<file path="src/rtl/mig_write_issuer_if.sv">
// mig_write_issuer_if
//   Bundles the two upstream valid/ready streams (address, data + last),
//   the MIG UI write-side signals and the frame/statistics outputs of
//   mig_write_issuer.
//   Parameters: ADDR_W (address width), DATA_W (data width, mask is DATA_W/8).
//   Modports:
//     slave  - the write issuer itself (consumes streams, drives MIG)
//     master - the environment (produces streams, models the MIG)
interface mig_write_issuer_if #(
  parameter int ADDR_W = 27,
  parameter int DATA_W = 128
);
  logic                  addr_valid_in;
  logic                  addr_ready_out;
  logic [ADDR_W-1:0]     addr_in;
  logic                  data_valid_in;
  logic                  data_ready_out;
  logic [DATA_W-1:0]     data_in;
  logic                  last_in;
  logic                  app_rdy_in;
  logic                  app_wdf_rdy_in;
  logic                  app_en_out;
  logic [2:0]            app_cmd_out;
  logic [ADDR_W-1:0]     app_addr_out;
  logic [DATA_W-1:0]     app_wdf_data_out;
  logic                  app_wdf_wren_out;
  logic                  app_wdf_end_out;
  logic [DATA_W/8-1:0]   app_wdf_mask_out;
  logic                  frame_done_out;
  logic [31:0]           beat_count_out;
  logic [31:0]           stall_count_out;

  modport slave (
    input  addr_valid_in, addr_in, data_valid_in, data_in, last_in,
           app_rdy_in, app_wdf_rdy_in,
    output addr_ready_out, data_ready_out, app_en_out, app_cmd_out,
           app_addr_out, app_wdf_data_out, app_wdf_wren_out,
           app_wdf_end_out, app_wdf_mask_out, frame_done_out,
           beat_count_out, stall_count_out
  );

  modport master (
    output addr_valid_in, addr_in, data_valid_in, data_in, last_in,
           app_rdy_in, app_wdf_rdy_in,
    input  addr_ready_out, data_ready_out, app_en_out, app_cmd_out,
           app_addr_out, app_wdf_data_out, app_wdf_wren_out,
           app_wdf_end_out, app_wdf_mask_out, frame_done_out,
           beat_count_out, stall_count_out
  );
endinterface

</file>
<file path="src/rtl/mig_write_issuer.sv">
// mig_write_issuer
//   Joins an address beat and a data beat (popped together from two
//   valid/ready streams) into a single-entry holding register and issues it
//   to the MIG UI as one write: command on app_en/app_rdy and data on
//   app_wdf_wren/app_wdf_rdy, the two handshakes completing independently.
//   frame_done_out pulses the cycle after a beat tagged last has retired.
//   Ports:
//     clk_in  - single clock, rising edge
//     rst_in  - synchronous active-high reset
//     bus     - mig_write_issuer_if.slave (streams, MIG UI, frame/stats)
//   Parameters: ADDR_W, DATA_W, ADDR_SHIFT (address left shift, truncated).
//   Optional: define MIG_WRITE_ISSUER_STATS_EN to build the beat and stall
//   counters; otherwise both counter outputs are tied to 0.
module mig_write_issuer #(
  parameter int ADDR_W     = 27,
  parameter int DATA_W     = 128,
  parameter int ADDR_SHIFT = 0
) (
  input  logic                  clk_in,
  input  logic                  rst_in,
  mig_write_issuer_if.slave     bus
);

  typedef enum logic {IDLE, ISSUE} state_t;

  state_t             state_q, state_d;
  logic [ADDR_W-1:0]  addr_q;
  logic [DATA_W-1:0]  data_q;
  logic               last_q;
  logic               cmd_done_q;
  logic               data_done_q;
  logic               frame_done_q;

  logic [ADDR_W-1:0]  shifted_addr;
  logic               app_en;
  logic               wdf_wren;
  logic               cmd_fire;
  logic               data_fire;
  logic               retire;
  logic               accept;

  // Shift is evaluated in ADDR_W context, so high bits fall off silently.
  assign shifted_addr = bus.addr_in << ADDR_SHIFT;

  // Handshake decode and next state. Outputs are gated with rst_in so no
  // MIG handshake or upstream pop can complete in a reset cycle. retire
  // means every handshake still owed completes now; it frees the slot for
  // a same-cycle reload, which gives one pair per cycle with no bubble.
  always_comb begin
    state_d   = state_q;
    app_en    = 1'b0;
    wdf_wren  = 1'b0;
    cmd_fire  = 1'b0;
    data_fire = 1'b0;
    retire    = 1'b0;
    accept    = 1'b0;
    if (!rst_in && state_q == ISSUE) begin
      app_en   = !cmd_done_q;
      wdf_wren = !data_done_q;
    end
    cmd_fire  = app_en && bus.app_rdy_in;
    data_fire = wdf_wren && bus.app_wdf_rdy_in;
    retire    = !rst_in && (state_q == ISSUE) &&
                (cmd_done_q || cmd_fire) && (data_done_q || data_fire);
    accept    = !rst_in && bus.addr_valid_in && bus.data_valid_in &&
                ((state_q == IDLE) || retire);
    if (accept) begin
      state_d = ISSUE;
    end else if (retire) begin
      state_d = IDLE;
    end
  end

  // Holding register and per-handshake completion flags. The register only
  // changes on accept, so address/data stay stable while their valid is up.
  always_ff @(posedge clk_in) begin
    if (rst_in) begin
      state_q      <= IDLE;
      addr_q       <= '0;
      data_q       <= '0;
      last_q       <= 1'b0;
      cmd_done_q   <= 1'b0;
      data_done_q  <= 1'b0;
      frame_done_q <= 1'b0;
    end else begin
      state_q      <= state_d;
      frame_done_q <= retire && last_q;
      if (accept) begin
        addr_q <= shifted_addr;
        data_q <= bus.data_in;
        last_q <= bus.last_in;
      end
      if (accept || retire) begin
        cmd_done_q  <= 1'b0;
        data_done_q <= 1'b0;
      end else begin
        if (cmd_fire) begin
          cmd_done_q <= 1'b1;
        end
        if (data_fire) begin
          data_done_q <= 1'b1;
        end
      end
    end
  end

  assign bus.addr_ready_out   = accept;
  assign bus.data_ready_out   = accept;
  assign bus.app_en_out       = app_en;
  assign bus.app_cmd_out      = 3'b000;
  assign bus.app_addr_out     = addr_q;
  assign bus.app_wdf_data_out = data_q;
  assign bus.app_wdf_wren_out = wdf_wren;
  assign bus.app_wdf_end_out  = wdf_wren;
  assign bus.app_wdf_mask_out = '0;
  assign bus.frame_done_out   = frame_done_q;

`ifdef MIG_WRITE_ISSUER_STATS_EN
  logic [31:0] beat_count_q;
  logic [31:0] stall_count_q;

  // Beat counter restarts at each frame boundary; stall counter counts
  // ISSUE cycles that did not retire and sticks at all-ones.
  always_ff @(posedge clk_in) begin
    if (rst_in) begin
      beat_count_q  <= '0;
      stall_count_q <= '0;
    end else begin
      if (retire) begin
        beat_count_q <= last_q ? 32'd0 : beat_count_q + 32'd1;
      end
      if (state_q == ISSUE && !retire && stall_count_q != 32'hFFFF_FFFF) begin
        stall_count_q <= stall_count_q + 32'd1;
      end
    end
  end

  assign bus.beat_count_out  = beat_count_q;
  assign bus.stall_count_out = stall_count_q;
`else
  assign bus.beat_count_out  = 32'd0;
  assign bus.stall_count_out = 32'd0;
`endif

endmodule

</file>
<file path="src/flat_wrapper.sv">
// flat-port wrapper written by rule: the top's interface ports become plain ports
module mig_write_issuer_flat 
#(
  parameter int ADDR_W     = 27,
  parameter int DATA_W     = 128,
  parameter int ADDR_SHIFT = 0
)
  (clk_in, rst_in, bus_addr_valid_in, bus_addr_in, bus_data_valid_in, bus_data_in, bus_last_in, bus_app_rdy_in, bus_app_wdf_rdy_in, bus_addr_ready_out, bus_data_ready_out, bus_app_en_out, bus_app_cmd_out, bus_app_addr_out, bus_app_wdf_data_out, bus_app_wdf_wren_out, bus_app_wdf_end_out, bus_app_wdf_mask_out, bus_frame_done_out, bus_beat_count_out, bus_stall_count_out);
  mig_write_issuer_if #(.ADDR_W(ADDR_W), .DATA_W(DATA_W)) bus_i ();
  input  logic clk_in;
  input  logic rst_in;
  input wire logic [$bits(bus_i.addr_valid_in)-1:0] bus_addr_valid_in;
  input wire logic [$bits(bus_i.addr_in)-1:0] bus_addr_in;
  input wire logic [$bits(bus_i.data_valid_in)-1:0] bus_data_valid_in;
  input wire logic [$bits(bus_i.data_in)-1:0] bus_data_in;
  input wire logic [$bits(bus_i.last_in)-1:0] bus_last_in;
  input wire logic [$bits(bus_i.app_rdy_in)-1:0] bus_app_rdy_in;
  input wire logic [$bits(bus_i.app_wdf_rdy_in)-1:0] bus_app_wdf_rdy_in;
  output wire logic [$bits(bus_i.addr_ready_out)-1:0] bus_addr_ready_out;
  output wire logic [$bits(bus_i.data_ready_out)-1:0] bus_data_ready_out;
  output wire logic [$bits(bus_i.app_en_out)-1:0] bus_app_en_out;
  output wire logic [$bits(bus_i.app_cmd_out)-1:0] bus_app_cmd_out;
  output wire logic [$bits(bus_i.app_addr_out)-1:0] bus_app_addr_out;
  output wire logic [$bits(bus_i.app_wdf_data_out)-1:0] bus_app_wdf_data_out;
  output wire logic [$bits(bus_i.app_wdf_wren_out)-1:0] bus_app_wdf_wren_out;
  output wire logic [$bits(bus_i.app_wdf_end_out)-1:0] bus_app_wdf_end_out;
  output wire logic [$bits(bus_i.app_wdf_mask_out)-1:0] bus_app_wdf_mask_out;
  output wire logic [$bits(bus_i.frame_done_out)-1:0] bus_frame_done_out;
  output wire logic [$bits(bus_i.beat_count_out)-1:0] bus_beat_count_out;
  output wire logic [$bits(bus_i.stall_count_out)-1:0] bus_stall_count_out;
  assign bus_i.addr_valid_in = bus_addr_valid_in;
  assign bus_i.addr_in = bus_addr_in;
  assign bus_i.data_valid_in = bus_data_valid_in;
  assign bus_i.data_in = bus_data_in;
  assign bus_i.last_in = bus_last_in;
  assign bus_i.app_rdy_in = bus_app_rdy_in;
  assign bus_i.app_wdf_rdy_in = bus_app_wdf_rdy_in;
  assign bus_addr_ready_out = bus_i.addr_ready_out;
  assign bus_data_ready_out = bus_i.data_ready_out;
  assign bus_app_en_out = bus_i.app_en_out;
  assign bus_app_cmd_out = bus_i.app_cmd_out;
  assign bus_app_addr_out = bus_i.app_addr_out;
  assign bus_app_wdf_data_out = bus_i.app_wdf_data_out;
  assign bus_app_wdf_wren_out = bus_i.app_wdf_wren_out;
  assign bus_app_wdf_end_out = bus_i.app_wdf_end_out;
  assign bus_app_wdf_mask_out = bus_i.app_wdf_mask_out;
  assign bus_frame_done_out = bus_i.frame_done_out;
  assign bus_beat_count_out = bus_i.beat_count_out;
  assign bus_stall_count_out = bus_i.stall_count_out;
  mig_write_issuer #(.ADDR_W(ADDR_W), .DATA_W(DATA_W), .ADDR_SHIFT(ADDR_SHIFT)) u_core (.clk_in(clk_in), .rst_in(rst_in), .bus(bus_i));
endmodule
</file>
<file path="config.mk">
export PLATFORM = sky130hd
export DESIGN_NAME = mig_write_issuer_flat
export DESIGN_NICKNAME = d
export VERILOG_FILES = /design/src/rtl/mig_write_issuer_if.sv /design/src/rtl/mig_write_issuer.sv /design/src/flat_wrapper.sv
export SDC_FILE = /design/constraint.sdc
export NUM_CORES = 1
export LEC_CHECK = 0
export ABC_AREA = 0
export ABC_CLOCK_PERIOD_IN_PS = 1680
export BUFFER_PORTS_ARGS = -buffer_cell sky130_fd_sc_hd__buf_2
export CORE_AREA = 5 5 156 158
export DETAILED_ROUTE_END_ITERATION = 8
export DIE_AREA = 0 0 161 163
export PLACE_DENSITY = 0.69
export SLEW_MARGIN = 20
export SYNTH_ARGS = -nofsm -noshare
export SYNTH_HDL_FRONTEND = slang
export SYNTH_SLANG_ARGS = --single-unit
</file>
<file path="constraint.sdc">
create_clock -name clk_in -period 1.68 [get_ports clk_in]
set_input_delay 0.168 -clock clk_in [delete_from_list [all_inputs] [get_ports clk_in]]
set_output_delay 0.168 -clock clk_in [all_outputs]
set_load 0.01 [all_outputs]
</file>
* After elaboration in Yosys (flattened, before gate mapping)
Cells that the tools add are included.
** Word-level totals
- Bits in registers :: 160
- Input bits :: 162
- Output and inout bits :: 244
- Logic and storage cells :: 30
** Cells by class
- Muxes and demuxes :: 4
- Bitwise operators :: 1
- Reduce and logical (&&, ||, !) cells :: 18
** Operators by type and width (count)
- $logic_and 1x1->1 :: 9
- $logic_or 1x1->1 :: 4
- $mux 1 :: 4
- $logic_not 1->1 :: 3
- $reduce_bool 2->1 :: 1
- $reduce_or 2->1 :: 1
- $not 1->1 :: 1

* Longest topological paths before layout
- Depth in word-level cells :: 11
- Gate-level depth with buffers :: 8

* Least setup slack after synthesis
Ideal clock, no wire load.
- Kind :: input to output
- Start :: in rst_in
- End :: out bus_app_wdf_wren_out
- Arrival :: 1.262 ns
- Required time :: 1.512 ns
- Setup slack :: 0.250 ns
- Cell stages on the path :: 8
- Path buffers :: 5
- Cells stage by stage :: buf_2 -> buf_6 -> inv_4 -> buf_6 -> buf_2 -> nand2_1 -> nor2_1 -> buf_4
** Between the ends
- Cells in the longest elaborated chain, start to end :: 3
** RTL lines
- from (decl) :: line flat_wrapper.sv:11 : input logic rst_in;
- $logic_not 1->1 :: line mig_write_issuer.sv:57 : if (!rst_in && state_q == ISSUE) begin
- $logic_and 1x1->1 :: line mig_write_issuer.sv:57
- $mux 1 :: line mig_write_issuer.sv:57
- to (decl) :: line flat_wrapper.sv:25 : output wire logic [$bits(bus_i.app_wdf_wren_out)-1:0] bus_app_wdf_wren_out;
No other way between the ends.

* Worst setup path in the final report
- Start :: reg u_core.cmd_done_q
- End :: out bus_addr_ready_out
** Between the ends
- Cells in the longest elaborated chain, start to end :: 8
** RTL lines
- from (decl) :: line mig_write_issuer.sv:30 : logic cmd_done_q;
- from (signal assigned) :: line mig_write_issuer.sv:82 : cmd_done_q <= 1'b0;
- from (signal assigned) :: line mig_write_issuer.sv:94 : cmd_done_q <= 1'b0;
- from (signal assigned) :: line mig_write_issuer.sv:98 : cmd_done_q <= 1'b1;
- $logic_not 1->1 :: line mig_write_issuer.sv:58 : app_en = !cmd_done_q;
- $mux 1 :: line mig_write_issuer.sv:57
- $logic_and 1x1->1 :: line mig_write_issuer.sv:61 : cmd_fire = app_en && bus.app_rdy_in;
- $logic_or 1x1->1 * :: line mig_write_issuer.sv:64 : (cmd_done_q || cmd_fire) && (data_done_q || data_fire);
- $logic_and 1x1->1 * :: line mig_write_issuer.sv:63 : retire = !rst_in && (state_q == ISSUE) &&
- $logic_and 1x1->1 * :: line mig_write_issuer.sv:64
- $logic_or 1x1->1 * :: line mig_write_issuer.sv:66 : ((state_q == IDLE) || retire);
- $logic_and 1x1->1 * :: line mig_write_issuer.sv:65 : accept = !rst_in && bus.addr_valid_in && bus.data_valid_in &&
- to (decl) :: line flat_wrapper.sv:19 : output wire logic [$bits(bus_i.addr_ready_out)-1:0] bus_addr_ready_out;
Every way passes the cells marked *; elsewhere a longest branch is shown, timed or not.

==> qor.yml <==
status:
  status: "complete, no violations"
floorplanning:
  io_pins: 406
  die_area_um2: 26200
  core_um2: 23000
  initial_utilization: 0.389
  rows: 56
  die_w_um: 161
  chipHeight_um: 163
setup_path:
  reg2reg_depth: 4
  crit_type: "flop to output port"
  path_max_fanout: 4
  reg2reg_slack_ns: 0.18
  cp_data_arrival_time_ns: 1.42
  r2r_end: "u_core.bus.app_wdf_data_out[41]"
  required_ns: 1.51
  worst_setup_path_end_kind: "output port"
  rr_startpoint: "u_core.cmd_done_q"
  crit_path_start_kind: "flop"
clocking:
  cts_setup_buffers: 0
  cts_tree: "done"
  clk_path_buf_depth: 2
  clock-root-buffer: "clkbuf_16"
  cts_sinks: 160
  clkTransAtPathRegs_ns: 0.07
  cts_max_level: 4
  cts-buffers-inserted: 17
  clk_latency_ns: 0.42
placed_design:
  place_inst: 1545
  port-buffer-count: 322
  place.gp.congestion: 0.793
  hpwlAfterDp_um: 18800
  placed_area_um2: 10300
cells_and_area:
  layout-drive-gt1-share: 0.316
  ff_latch_area_um2: 3210
  fillers: 2232
  area_growth_pct: 23.3
  stdcell_count: 1589
  fin_util: 0.479
  final_cell_mix: "321 x buf_2, 160 x nand3_1, 157 x nand2_1, 157 x dfxtp_1"
  nets: 1447
  multi_input_area_um2: 4550
  postLayoutCellArea_um2: 11000
  final_common_cell: "buf_2"
grt:
  grt_pass1_vias: 8551
  grt_usage: 0.205
  grt-ovfl-total: 0
  antenna_found_initial: 1
  grt_max_degree: 83
  grt_first_pass_wirelength_um: 45400
logic_synthesis:
  synth_seq_area_share: 0.359
  syn_area_per_cell_um2: 8.52
  synth_top_area_frac: 0.359
  synth_area_leaders: "dfxtp_1 36%, o2111ai_1 15%, o311ai_1 15%"
  ys_ff_latch: 160
  synth_top_cell_by_area: "dfxtp_1"
  synth_area_um2: 8930
  yosysUniqueCellTypes: 22
  yosys_warnings: 0
  syn_inst: 1048
sta:
  setup_viol_count_final: 0
  fin_crit_sh: 0.946
  slew_viol_final: 0
  fmax_mhz: 629
  period_needed_ns: 1.59
  worst_pin_slew_ns: 0.683
  skew_ns: 0.0129
  relSlewSlack: 0.545
  hold_viol: 0
hold_path:
  hold_end: "u_core.bus.app_wdf_data_out[114]"
  hold_depth: 3
  min_path_type: "primary input to flop"
  holdCritStartpoint: "bus_data_in[114]"
detailed_routing:
  drtIter0Drc: 865
  wire_per_inst_um: 18.5
  first_pass_iters: 5
  via_per_inst: 5.92
  routed_wl_um: 29400
  drtAntennaViolNets: 0
  num_vias: 9404
  drc: 0
pwr:
  vdd_drop_max_uv: 442
  total_power_mw: 9.82
  leakage_nw: 4.32
  p_per_area_nw_per_um2: 892
flow_run:
  maxCapViolations: 0
==> repair_timing <==
| action | in CTS | in global routing |
|---|---|---|
| endpoints found under the setup margin | 3 | 15 |
| hold buffers | 10 | 0 |
| cloned | 0 | 1 |
| pin swaps | 1 | 1 |
| endpoints found under the hold margin | 10 | 0 |
| gates resized for setup | 3 | 4 |
==> cells in the mapped netlist, drive strengths merged <==
master	count
conb	1
nand3	160
or3	1
nand2	158
a31oi	1
nor3	1
nor2	4
a211oi	1
a21oi	2
inv	2
o2111ai	156
o22ai	1
buf	143
dfxtp	160
and2	1
o22a	1
o311ai	156
clkbuf	99
==> per-stage QoR <==
step | TNS, ns | hold WS [ns] | setup slack [ns]
final | 0 | 0.0183 | 0.0902
after global routing | -0.000738 | 0.0110 | -0.000738
after CTS | 0 | 0.000586 | 0.000127
after detailed placement | 0 | 0.439 | 0.142
after global placement | 0 | 0.433 | 0.168
after floorplan | 0 | 0.342 | 0.250
==> worst max-delay path by stage <==
| stage | startpoint | end | slack (ns) | cells after the start |
|---|---|---|---|---|
| 2_1_floorplan | rst_in | bus_app_wdf_wren_out | 0.25 | 8 |
| 4_1_cts | u_core.state_q | bus_app_wdf_wren_out | 0.0001 | 4 |
| 3_3_place_gp | u_core.cmd_done_q | u_core.bus.app_wdf_data_out[6] | 0.17 | 4 |
| 5_1_grt | u_core.cmd_done_q | bus_addr_ready_out | -0.0007 | 4 |
| 6_report | u_core.cmd_done_q | bus_addr_ready_out | 0.09 | 4 |
| 3_5_place_dp | u_core.cmd_done_q | u_core.bus.app_wdf_data_out[41] | 0.14 | 4 |
==> registers in the layout (all words and copies together), names as in the netlist <==
name,count
u_core.bus.app_addr_out,27
u_core.data_done_q,1
u_core.bus.frame_done_out,1
u_core.cmd_done_q,1
u_core.bus.app_wdf_data_out,128
u_core.state_q,1
u_core.last_q,1
==> final cells by class <==
cell class,instances,share of cell area
Inverter,2,0.00159
Clock inverter,12,0.0114
Tap cell,290,0.0330
Clock buffer,20,0.0406
Sequential cell,160,0.291
Multi-Input combinational cell,727,0.414
Timing Repair Buffer,377,0.208
Antenna cell,1,0.000227
==> kinds of logic (layout without fill, tap and decap cells) <==
kind of cell	count (synthesis)	after routing	share of synthesized area
other	1	84	0.000420
DFF	160	160	0.359
AOI/OAI and AO/OA	318	319	0.310
buffers and inverters	244	411	0.171
and+or+nand+nor	325	325	0.160
==> critical path, cell delays in order, from the launching register on <==
cell and delay [ns]:
dfxtp_2 0.36, buf_4 0.14, o22ai_2 0.11, a211oi_2 0.23, buf_2 0.17
==> power breakdown <==
group | internal [mW] | leakage, nW | switching, mW
logic | 0.636 | 2.74 | 1.13
registers | 4.02 | 1.31 | 0.168
clock network | 2.12 | 0.270 | 1.75
total | 6.78 | 4.32 | 3.05
==> metal layers <==
layer	GRT usage	part of all wire	wire length, um
met1	0.264	0.42	12400
met2	0.332	0.48	13900
met3	0.0534	0.079	2320
met4	0.0768	0.025	732
met5	0	0	0
Note: power is estimated with default switching activity, not from simulation.
